$ cat src/rtl/nibble_serial_adder.sv
// Multi-cycle add/subtract sequencer around an external 4-bit nibble adder.
// One nibble pair per cycle, LSB first; flags are latched on the last nibble.
module nibble_serial_adder #(
  parameter int unsigned WIDTH = 32
) (
  input  logic             clk,
  input  logic             rst,
  input  logic             in_valid,
  output logic             in_ready,
  input  logic [WIDTH-1:0] a,
  input  logic [WIDTH-1:0] b,
  input  logic             sub,
  input  logic             abort,
  output logic             out_valid,
  input  logic             out_ready,
  output logic [WIDTH-1:0] result,
  output logic             cout,
  output logic             ovf,
  output logic             zero,
  output logic             neg,
  output logic [3:0]       nib_x,
  output logic [3:0]       nib_y,
  output logic             nib_cin,
  input  logic [3:0]       nib_s,
  input  logic             nib_cout
);

  localparam int unsigned N  = WIDTH / 4;
  localparam int unsigned IW = (N > 1) ? $clog2(N) : 1;
  localparam logic [IW-1:0] LastIdx = IW'(N - 1);

  typedef enum logic [1:0] {StIdle, StRun, StDone} state_e;

  state_e           r_state, w_state_next;
  logic [WIDTH-1:0] r_a, w_a_next;
  logic [WIDTH-1:0] r_b, w_b_next;
  logic [WIDTH-1:0] r_res, w_res_next, w_res_merged;
  logic             r_carry, w_carry_next;
  logic [IW-1:0]    r_idx, w_idx_next;
  logic             r_cout, w_cout_next;
  logic             r_ovf, w_ovf_next;
  logic             r_zero, w_zero_next;
  logic             r_neg, w_neg_next;

  // Result as it will look once the current nibble is written.
  always_comb begin
    w_res_merged = r_res;
    w_res_merged[4*r_idx +: 4] = nib_s;
  end

  // Next-state logic; abort overrides everything and freezes result and flags.
  always_comb begin
    w_state_next = r_state;
    w_a_next     = r_a;
    w_b_next     = r_b;
    w_res_next   = r_res;
    w_carry_next = r_carry;
    w_idx_next   = r_idx;
    w_cout_next  = r_cout;
    w_ovf_next   = r_ovf;
    w_zero_next  = r_zero;
    w_neg_next   = r_neg;
    if (abort) begin
      w_state_next = StIdle;
    end else begin
      unique case (r_state)
        StIdle: begin
          if (in_valid) begin
            w_a_next     = a;
            w_b_next     = sub ? ~b : b;
            w_carry_next = sub;
            w_idx_next   = '0;
            w_state_next = StRun;
          end
        end
        StRun: begin
          w_res_next   = w_res_merged;
          w_carry_next = nib_cout;
          if (r_idx == LastIdx) begin
            // idx stays at N-1 rather than wrapping; reloaded on accept.
            w_cout_next  = nib_cout;
            w_neg_next   = nib_s[3];
            w_ovf_next   = (r_a[WIDTH-1] == r_b[WIDTH-1]) && (nib_s[3] != r_a[WIDTH-1]);
            w_zero_next  = (w_res_merged == '0);
            w_state_next = StDone;
          end else begin
            w_idx_next = r_idx + IW'(1);
          end
        end
        StDone: begin
          if (out_ready) begin
            w_state_next = StIdle;
          end
        end
        default: w_state_next = StIdle;
      endcase
    end
  end

  // Outputs; the adder inputs are forced to zero outside RUN.
  always_comb begin
    in_ready  = (r_state == StIdle);
    out_valid = (r_state == StDone);
    result    = r_res;
    cout      = r_cout;
    ovf       = r_ovf;
    zero      = r_zero;
    neg       = r_neg;
    nib_x     = 4'h0;
    nib_y     = 4'h0;
    nib_cin   = 1'b0;
    if (r_state == StRun) begin
      nib_x   = r_a[4*r_idx +: 4];
      nib_y   = r_b[4*r_idx +: 4];
      nib_cin = r_carry;
    end
  end

  // State register with asynchronous reset.
  always_ff @(posedge clk or posedge rst) begin
    if (rst) begin
      r_state <= StIdle;
      r_a     <= '0;
      r_b     <= '0;
      r_res   <= '0;
      r_carry <= 1'b0;
      r_idx   <= '0;
      r_cout  <= 1'b0;
      r_ovf   <= 1'b0;
      r_zero  <= 1'b0;
      r_neg   <= 1'b0;
    end else begin
      r_state <= w_state_next;
      r_a     <= w_a_next;
      r_b     <= w_b_next;
      r_res   <= w_res_next;
      r_carry <= w_carry_next;
      r_idx   <= w_idx_next;
      r_cout  <= w_cout_next;
      r_ovf   <= w_ovf_next;
      r_zero  <= w_zero_next;
      r_neg   <= w_neg_next;
    end
  end

endmodule

$ cat config.mk
export PLATFORM = sky130hd
export DESIGN_NAME = nibble_serial_adder
export DESIGN_NICKNAME = d
export VERILOG_FILES = /design/src/rtl/nibble_serial_adder.sv
export SDC_FILE = /design/constraint.sdc
export NUM_CORES = 1
export LEC_CHECK = 0
export BUFFER_PORTS_ARGS = -buffer_cell sky130_fd_sc_hd__buf_2
export CORE_ASPECT_RATIO = 0.6
export CORE_UTILIZATION = 51
export CTS_BUF_LIST = sky130_fd_sc_hd__clkbuf_8 sky130_fd_sc_hd__clkbuf_16
export CTS_CLUSTER_SIZE = 16
export DETAILED_ROUTE_END_ITERATION = 10
export PLACE_DENSITY = 0.83
export SKIP_CTS_REPAIR_TIMING = 1
export SYNTH_ARGS = -nofsm -noshare
export SYNTH_HDL_FRONTEND = slang
export SYNTH_SLANG_ARGS = --single-unit
export TNS_END_PERCENT = 50
$ cat constraint.sdc
create_clock -name clk -period 5.4 [get_ports clk]
set_input_delay 0.54 -clock clk [delete_from_list [all_inputs] [get_ports clk]]
set_output_delay 0.54 -clock clk [all_outputs]
set_load 0.005 [all_outputs]
# Word-level counts from Yosys, hierarchy flattened
# Cells that the tools add are included.
word_totals:
  wordCells: 53
  mem_bits_rw: 0
  reg_bits: 106
  mem_count: 0
  out_inout_bits: 47
  latchBits: 0
  romBits: 0
classes:
  n_bitwise: 2
  addsub: 2
  order_cmp: 0
  muxes: 15
  n_reduce_logical: 10
  n_mul: 0
  n_eq_ne: 10
  n_shift: 4
  div: 0
op_table:
  columns: ["cell", "n"]
  rows:
  - ["$shiftx 32x6->4", 2]
  - ["$neg 5->34", 1]
  - ["$shift 4x34->32 const A", 1]
  - ["$shiftx 4x34->32", 1]
  - ["$bwmux 32", 1]
  - ["$logic_not 32->1", 1]
  - ["$mux 32", 1]
  - ["$not 32->32", 1]
  - ["$reduce_and 3->1", 4]
  - ["$mux 2", 4]
  - ["$mux 4", 2]
  - ["$mux 3", 2]
  - ["$ne 3x2->1 const B", 2]
  - ["$pmux 2 s3", 1]
  - ["$pmux 3 s2", 1]
  - ["$ne 2x2->1 const B", 2]
  - ["$reduce_and 4->1", 1]
  - ["$add 3x1->3 const B", 1]
  - ["$eq 3x3->1 const B", 1]
  - ["$ne 3x3->1 const B", 1]
  - ["$eq 2x1->1 const B", 1]
  - ["$eq 2x2->1 const B", 1]
  - ["$logic_not 2->1", 1]
  - ["$mux 1", 2]
  - ["other kinds (7)", 7]

# Logic depth before layout (Yosys ltp)
# Gate-level depths: netlist of run 1.
logic_depth:
  word_depth: 4
  depth_mapped: 11
  depth_no_buf: 8

# Worst setup path after synthesis of run 1
# No wires, ideal clock.
synth_path:
  kind: "reg2reg"
  from: "reg r_idx[0]"
  to: "reg r_zero, in the netlist zero"
  path_slack_ns: 2.816
  n_path_buf: 3
  synth_period_minus_slack_ns: 2.584
  arrival_time_ns: 2.463
  stages_incl_launch_ff: 12
  path_cell_list: "dfrtp_1 -> buf_4 -> buf_2 -> inv_1 -> ha_1 -> ha_1 -> buf_2 -> nor4b_2 -> a21oi_1 -> a31oi_1 -> nor4_2 -> a32o_2"
synth_between:
  elab_chain_cells: 4
  elab_cells_between_ends: 7
synth_rtl:
  columns: ["item", "line_no", "text"]
  rows:
  - ["start: declaration", "39", "logic [IW-1:0] r_idx, w_idx_next;"]
  - ["start signal: assignment", "138", "r_idx <= w_idx_next;"]
  - ["$neg 5->34", "48", "w_res_merged[4*r_idx +: 4] = nib_s;"]
  - ["$shiftx 4x34->32 / $shift 4x34->32 (equally long branches)", "48", null]
  - ["$bwmux 32", "48", null]
  - ["$logic_not 32->1", "84", "w_zero_next = (w_res_merged == '0);"]
  - ["end signal: assignment", "141", "r_zero <= w_zero_next;"]
  - ["end: declaration", "42", "logic r_zero, w_zero_next;"]
# Several ways; a longest one is shown, not always the timed one.
# A chain may end at the register's enable or synchronous reset.

# Worst setup path after layout of run 1
layout_path:
  from: "reg r_idx[1]"
  to: "reg r_zero, in the netlist zero"
# The elaborated chain is that of the path after synthesis.

==> flow_summary.toml, run 1 <==
[synth]
yosysSeqAreaShare = 0.489
synth-main-ff-cell = "dfrtp_1"
yosysWarningCount = 0
mappedNetlistArea_mm2 = 0.00542
synth_cell_type_count = 49
ys_seq_elements = 106
postSynthCellCount = 476
synth_top_cell_area_share = 0.489
synth.area.top_cells = "dfrtp_1 49%, mux2_2 9.6%, mux4_2 6.6%, xnor2_1 5.2%, a21oi_1 4.1%"
synth-edff-count = 0
synthTopCellsByCount = "106 x dfrtp_1, 46 x mux2_2, 44 x a21oi_1, 43 x nand2_1, 42 x nor2_1"
synth.largest_area_cell = "dfrtp_1"
synth_area_per_cell_um2 = 11.4
postSynth.asyncResetShare = 1.00
synth_fp_nets = 559
yosysMostFrequentCell = "dfrtp_1"

[die]
io_pins = 122
fp.dieW_um = 135
count_of_standard_cell_rows = 28
floorplan.die_area_mm2 = 0.0111
core_area_mm2 = 0.0101
initial_utilization = 0.538
die_y_um = 81.9

[finish]
area_growth_syn_to_layout_pct = 17.4
design.final.nets = 664
ff_latch_area_mm2 = 0.00265
multi_input_comb_area_mm2 = 0.00258
drive_above_1_share = 0.370
filler_cell_count = 805
stdcell_area_mm2 = 0.00637
insertedDiodeCount = 0

[worst_setup_path]
timing.critical_path.from_type = "register"
worstReg2RegStart = "r_idx[1]$_DFFE_PP0P_"
worstReg2RegEnd = "zero$_DFFE_PP0P_"
arrival_ps = 3440
internal_reg_to_reg_setup_slack_ps = 2250
critPathLaunch = "r_idx[1]$_DFFE_PP0P_"
worstSetupPathType = "reg -> reg"
worst_r2r_path_depth = 7
path_max_fanout = 24
crit_path_end = "zero$_DFFE_PP0P_"
worst_setup_path_end_kind = "register"
cp.required_ps = 5690

[route]
route.detailed.drc = 0
highest-signal-layer = "met4"
postRouteAntennaNets = 0
avgViaCountPerCell = 5.58
vias = 4023
detailedRoute.firstIterationViolations = 291
detail_route_met3_wl_um = 811
wirelength_um = 12800
average_wire_per_standard_cell_um = 17.8
detailroute.wirelength.met2_um = 5700
route.layer.met1.wl_um = 6110
detailedRoute.firstPassIterationCount = 5

[place]
buffer_ports.inserted = 121
gp_congestion = 0.873
dp_hpwl_um = 9360
dpl-instance-area_mm2 = 0.00606

[sta]
fmax_ghz = 0.317
fin_tns_setup_ps = 0
report.final.hold_viol_count = 0
worst_slew_pin_slew_ps = 1060
skew_ps = 5.74
final-setup-viol-count = 0
final_worst_path_period_share = 0.584
grt_setup_unrepaired = "no"
maxSlewViolCount = 0
timing.final.crit_period_ps = 3150
timing.slew.headroom = 0.296

[clocking]
worst_setup_hold_path_clk_slew_ps = 70
cts_buffers = 9
tritoncts = "yes"
total_number_of_h_tree_levels = 3
cts-root-to-sink-buffers = 2
clock-root-buffer = "clkbuf_16"
clock_latency_ps = 350
clkSinkCount = 106

[power_and_ir_drop]
ir_worst_vdd_uv = 188
power.leakage_uw = 0.00297
p_per_cell_area_mw_per_mm2 = 346

[outcome]
run_status = "completed"

[global_routing]
grt_start_max_net_pins = 97
grt_util_all_layers = 0.250
first_global_vias = 3943
antenna_violations_before_repair = 0
grt_overflow_total = 0
grt_pass1_wl_um = 20600

[flow_run]
maxCapViolations = 0

[hold_path]
min-delay-path-class = "in -> async"
stage by stage:
step | std cells | setup slack [ps] | total power, uW | hold WS (ps) | utilization
after floorplan | 476 | 2070 | 1370 | 442 | -
after global placement | 705 | 2430 | 1520 | 458 | 0.601
after detailed placement | 705 | 2360 | 1550 | 486 | 0.601
after CTS | 721 | 2320 | 2220 | 229 | 0.631
after global routing | 721 | 2010 | 2310 | 261 | 0.631
final | 721 | 2250 | 2200 | 226 | 0.631
logic make-up after synthesis:
logic type | synth area share
buffers and inverters | 0.0351
multiplexers | 0.194
XOR/XNOR | 0.0517
AND/OR/NAND/NOR | 0.135
AO/OA/AOI/OAI | 0.0768
flip-flops | 0.489
adder cells (fa/ha/maj) | 0.0185
registers in the layout (all words and copies together) (netlist names):
name and count:
r_a 32, result 32, r_state 2, zero 1, r_b 32, neg 1, r_idx 3, ovf 1
r_carry 1, cout 1
power breakdown:
group / switching (uW) / internal, uW / leakage [uW]
clock network: 294 / 373 / 0.000149
logic: 248 / 264 / 0.00152
registers: 111 / 915 / 0.00129
critical path, cell delays in order (launching register included):
cell and delay (ps):
dfrtp_1 1040, inv_1 170, ha_1 680, mux2_2 410, a31oi_1 170, o31ai_1 100, a211oi_1 300, a32o_2 220
cells in the final DEF, fill, tap and decap left out, types with 2 or more instances in the layout:
cell type and n:
xnor2_1 32, a31oi_1 2, mux2i_1 5, dfrtp_1 105, clkinv_2 2, nor2_1 42, clkbuf_16 9, nor2_2 2
ha_1 8, a211oi_1 2, o21ai_0 15, nand2_1 43, inv_1 8, nor3_2 3, nor4_1 4, nand2b_1 4
nor4b_1 2, a21oi_1 44, mux4_2 16, nand2_2 2, and3_1 9, or4_1 3, nor3_1 3, mux2_1 11
buf_4 2, buf_2 121, o211ai_1 2, nand3_1 9, nor4_4 2, mux2_2 46, nor2b_1 3
routing by layer:
layer,track usage,up-vias
li1,-,1892
met1,0.355,1967
met2,0.378,145
met3,0.0574,19
met4,0.0865,0
met5,0,-
final cells by class:
class                      count  share of cell area
inverter                      10             0.00629
multi-input combinational    331               0.405
tap                          135              0.0265
clock buffer                  10              0.0375
timing repair buffer         123              0.0974
sequential                   106               0.417
clock inverter                 6              0.0102
how the worst min path moves through the flow:
stage                                   start                     to  cells after the start
after floorplan           r_carry$_DFFE_PP0P_    r_carry$_DFFE_PP0P_                      2
after global placement    r_carry$_DFFE_PP0P_    r_carry$_DFFE_PP0P_                      2
after detailed placement  r_carry$_DFFE_PP0P_    r_carry$_DFFE_PP0P_                      2
after CTS                                 rst  result[5]$_DFFE_PP0P_                      2
after global routing                      rst  result[5]$_DFFE_PP0P_                      2
final                                     rst  result[5]$_DFFE_PP0P_                      2
Note: power is estimated with default switching activity, not from simulation.
==> inputs of run 2 (changes only) <==
Settings changed: CORE_UTILIZATION 51 to 49.
Clock period 5.4 ns to 2.67 ns, I/O delays scaled along.
==> run 2 against run 1 <==
Compared with the run above:
- register-to-register slack got worse by 2000 ps
- design area increased by 0.96%
- count of clock-buffer cells in the layout decreased by 1
- largest cell class unchanged
- largest power group unchanged
- highest routed layer unchanged
==> flow_summary.toml, run 2 (synthesized netlist as in run 1, its figures left out) <==
[die]
core_area_mm2 = 0.0107
floorplan.die_area_mm2 = 0.0115
initial_utilization = 0.508
fp.dieW_um = 138
die_y_um = 83.5
count_of_standard_cell_rows = 29
io_pins = 122

[worst_setup_path]
timing.critical_path.from_type = "register"
worst_setup_path_end_kind = "output pin"
worstPathCellList = "buf_4 -> mux4_2 -> nand2_1 -> a21oi_1 -> buf_2"
critPathMaxStageDelay_ps = 610
internal_reg_to_reg_setup_slack_ps = 300
path_max_fanout = 32
cp.required_ps = 2400
worstSetupPathType = "reg -> out"
slowest_stage = "mux4_2"
arrival_ps = 2110
worstPathBufferInverterCount = 2
critical_path.top_delay_family = "buffers and inverters"

[finish]
insertedDiodeCount = 0
mostFrequentLayoutCells = "121 x buf_2, 105 x dfrtp_1, 46 x mux2_2, 44 x a21oi_1, 43 x nand2_1"
design.final.nets = 669
filler_cell_count = 872
area_growth_syn_to_layout_pct = 18.5
drive_above_1_share = 0.374
mostFrequentLayoutCell = "buf_2"

[outcome]
run_status = "completed"

[global_routing]
grt_start_max_net_pins = 107
grt_util_all_layers = 0.242
grt_pass1_wl_um = 21000
first_global_vias = 4155
antenna_violations_before_repair = 0
grt_overflow_total = 0

[clocking]
clock_latency_ps = 350
cts-root-to-sink-buffers = 2
total_number_of_h_tree_levels = 3
clock-root-buffer = "clkbuf_16"
cts_buffers = 9
worst_setup_hold_path_clk_slew_ps = 70
tritoncts = "yes"
clkSinkCount = 106

[sta]
fin_ws_ps = 296
worst_slew_pin_slew_ps = 945
maxSlewViolCount = 0
fin_tns_setup_ps = 0
report.final.hold_viol_count = 0
final_worst_path_period_share = 0.889
timing.slew.headroom = 0.370
final-setup-viol-count = 0
grt_setup_unrepaired = "no"
timing.final.crit_period_ps = 2370
skew_ps = 7.07
fmax_ghz = 0.421

[route]
postRouteAntennaNets = 0
average_wire_per_standard_cell_um = 17.7
detail_route_met3_wl_um = 877
vias = 4080
avgViaCountPerCell = 5.59
detailedRoute.firstPassIterationCount = 5
route.detailed.drc = 0
route.layer.met1.wl_um = 6150
wirelength_um = 12900
detailedRoute.firstIterationViolations = 362
detailroute.wirelength.met2_um = 5710
highest-signal-layer = "met4"

[power_and_ir_drop]
ir_worst_vdd_uv = 455
p_per_cell_area_mw_per_mm2 = 690
power.leakage_uw = 0.00299

[place]
gp_congestion = 0.928
dp_slack_ps = 390
buffer_ports.inserted = 121
dp_hpwl_um = 9320

[hold_path]
min-delay-path-class = "in -> async"

[flow_run]
maxCapViolations = 0
run 2: cell types whose count changed in the layout (fill, tap and decap cells not counted), sizes merged:
cell and change:
inv -1, clkinvlp +2, buf +5, clkbuf -1
run 2: per-layer routing:
metal	GRT usage	up-vias
met1	0.345	2012
met2	0.360	155
li1	-	1893
met4	0.0731	0
met5	0	-
met3	0.0692	20
run 2: metrics by stage:
| stage | total power (uW) | util | cells | hold slack, ps | area [um2] |
|---|---|---|---|---|---|
| finish | 4440 | 0.603 | 730 | 51.7 | 6430 |
| floorplan | 2780 | - | 476 | 403 | 5430 |
| detailed placement | 3140 | 0.575 | 714 | 476 | 6130 |
| global route | 4660 | 0.603 | 730 | 110 | 6430 |
| global placement | 3070 | 0.575 | 714 | 456 | 6130 |
| CTS | 4460 | 0.603 | 730 | 103 | 6430 |
run 2: worst min-delay path, stage by stage:
cell and delay [ps]:
buf_2 110, clkinvlp_4 70, buf_12 400
run 2: worst paths after layout:
check                                startpoint                     end  cells past startpoint
setup / recovery           r_idx[0]$_DFFE_PP0P_                nib_x[3]                      5
hold / removal                              rst      r_b[0]$_DFFE_PP0P_                      3
setup reg to reg           r_idx[0]$_DFFE_PP0P_  result[22]$_DFFE_PP0P_                      6
hold reg to reg             r_carry$_DFFE_PP0P_     r_carry$_DFFE_PP0P_                      2
max in group asynchronous                   rst    r_idx[0]$_DFFE_PP0P_                      3
min in group clk                          a[20]     r_a[20]$_DFFE_PP0P_                      2
run 2: cell type report:
type                    count  area (um2)  share of cell area
well taps                 139         174              0.0270
clock buffers               9         225              0.0350
clock inverters             7        71.3              0.0111
flip-flops and latches    106        2650               0.413
multi-input cells         331        2580               0.401
inverters                  10        41.3             0.00642
repair buffers            128         683               0.106
run 2: report_power, final:
part	internal, uW	switching, uW
registers	1850	153
clock network	725	593
logic	543	570
total	3120	1320
==> inputs of run 3 (changes only) <==
--- a/config.mk
+++ b/config.mk
@@ -13,4 +13,5 @@
 export DETAILED_ROUTE_END_ITERATION = 10
 export PLACE_DENSITY = 0.83
+export RECOVER_POWER = 25
 export SKIP_CTS_REPAIR_TIMING = 1
 export SYNTH_ARGS = -nofsm -noshare
==> constraint.sdc (replaced) <==
create_clock -name clk -period 2.67 [get_ports clk]
set_input_delay 0.534 -clock clk [delete_from_list [all_inputs] [get_ports clk]]
set_output_delay 0.534 -clock clk [all_outputs]
set_load 0.005 [all_outputs]
==> run 3 against run 2 <==
Compared with the run above:
- the flow now finishes with violations (max-capacitance violations, max-slew violations)
- clock power is essentially flat
- cell count increased by 0.55%
- register-to-register slack got worse by 40 ps
- first-iteration DRC count down 21%
- power shrank 0.21%
- combinational power hardly changed
- fmax down 4.7%
- flip-flop and latch count unchanged
- highest routed layer unchanged
- global-route usage is 0.53 points lower
==> flow_summary.toml, run 3 (synthesized netlist as in run 1, its figures left out) <==
[power_and_ir_drop]
power_uw = 4430
power.leakage_uw = 0.00300
p_per_cell_area_mw_per_mm2 = 687
ir_worst_vdd_uv = 345

[clocking]
cts_buffers = 9
tritoncts = "yes"
clkSinkCount = 106
worst_setup_hold_path_clk_slew_ps = 70
total_number_of_h_tree_levels = 3
cts-root-to-sink-buffers = 2
clock_latency_ps = 350
clock-root-buffer = "clkbuf_16"

[worst_setup_path]
worstSetupPathType = "reg -> out"
slowest_stage = "mux4_2"
timing.critical_path.from_type = "register"
worst_setup_path_end_kind = "output pin"
cp.required_ps = 2140
arrival_ps = 1960
path_max_fanout = 32
worstPathCellList = "buf_6 -> mux4_2 -> nand2_1 -> a21oi_1 -> buf_2"
critPathMaxStageDelay_ps = 560

[route]
average_wire_per_standard_cell_um = 17.5
detailedRoute.firstIterationViolations = 286
avgViaCountPerCell = 5.53
postRouteAntennaNets = 0
detailedRoute.firstPassIterationCount = 4
wirelength_um = 12900
route.detailed.drc = 0
vias = 4059

[finish]
drive_above_1_share = 0.378
fin_util = 0.604
filler_cell_count = 868
insertedDiodeCount = 0
finalNonFillerCells = 734
design.final.nets = 673
mostFrequentLayoutCells = "121 x buf_2, 105 x dfrtp_1, 46 x mux2_2, 44 x a21oi_1, 43 x nand2_1"
mostFrequentLayoutCell = "buf_2"
ff_latch_area_mm2 = 0.00265
area_growth_syn_to_layout_pct = 18.8
multi_input_comb_area_mm2 = 0.00258

[sta]
grt_setup_unrepaired = "no"
worst_slew_pin_slew_ps = 1520
timing.final.crit_period_ps = 2490
fin_tns_setup_ps = 0
maxSlewViolCount = 29
report.final.hold_viol_count = 0
final-setup-viol-count = 0
final_worst_path_period_share = 0.933
fmax_ghz = 0.402
timing.slew.headroom = -0.0145
skew_ps = 6.43

[global_routing]
grt_start_max_net_pins = 97
grt_overflow_total = 0
grt_util_all_layers = 0.237
antenna_violations_before_repair = 0
grt_pass1_wl_um = 20800
first_global_vias = 4068

[die]
count_of_standard_cell_rows = 29
initial_utilization = 0.508
io_pins = 122
floorplan.die_area_mm2 = 0.0115
fp.dieW_um = 138
die_y_um = 83.5
core_area_mm2 = 0.0107

[place]
gp_congestion = 0.936
dp_hpwl_um = 9460
placedCellCount = 718
buffer_ports.inserted = 121

[flow_run]
maxCapViolations = 1

[outcome]
violations = "max-capacitance violations, max-slew violations"
run_status = "finished, violations left"

[hold_path]
min-delay-path-class = "in -> async"
==> run 3: changes by cell type in the layout (fill, tap and decap cells not counted) <==
cell        before  now
buf_12           2    1
buf_4            5    7
buf_6            0    1
bufinv_16        1    0
clkbuf_1         0    1
clkbuf_2         0    1
clkbuf_8         0    3
clkinv_4         2    1
clkinvlp_2       0    1
clkinvlp_4       3    0
inv_1            9    8
inv_6            0    2
==> run 3: through the flow <==
step	setup WS (ps)	hold WS, ps	cell area [um2]
final	179	342	6440
after global placement	422	456	6160
after CTS	49.4	288	6460
after global routing	77.2	395	6440
after floorplan	85.5	442	5430
after detailed placement	336	492	6160
==> run 3: metal layers <==
| layer | part of all wire | wire (um) | up-vias | track usage |
|---|---|---|---|---|
| met1 | 0.49 | 6250 | 1977 | 0.368 |
| li1 | - | - | 1909 | - |
| met3 | 0.079 | 1020 | 12 | 0.0589 |
| met4 | 0.0097 | 125 | 0 | 0.0623 |
| met2 | 0.43 | 5480 | 161 | 0.329 |
| met5 | 0 | 0 | - | 0 |
==> run 3: worst paths after layout <==
kind	end	cells after the start	slack, ps	from
worst max-delay path	nib_y[0]	5	180	r_idx[0]$_DFFE_PP0P_
worst min-delay path	r_b[8]$_DFFE_PP0P_	3	340	rst
worst max register to register	zero$_DFFE_PP0P_	7	260	r_idx[0]$_DFFE_PP0P_
worst min register to register	r_carry$_DFFE_PP0P_	2	500	r_carry$_DFFE_PP0P_
max in group asynchronous	result[16]$_DFFE_PP0P_	3	1000	rst
min in group clk	r_a[10]$_DFFE_PP0P_	2	410	a[10]
==> run 3: final cells by class <==
type / instances / area share
sequential: 106 / 0.412
clock inverter: 4 / 0.00485
tap: 139 / 0.0270
clock buffer: 12 / 0.0414
inverter: 10 / 0.00602
timing repair buffer: 132 / 0.108
multi-input combinational: 331 / 0.401
==> run 3: where the power goes <==
part           switching [uW]  internal (uW)
Combinational             566            545
Sequential                160           1850
Clock                     588            716
==> run 3: worst max-delay path, delay by kind of cell, from the launching register on <==
kind / cells / cell delay (ps)
DFF: 1 / 370
buffers and inverters: 2 / 490
AOI/OAI and AO/OA: 1 / 90
muxes: 1 / 560
and+or+nand+nor: 1 / 90
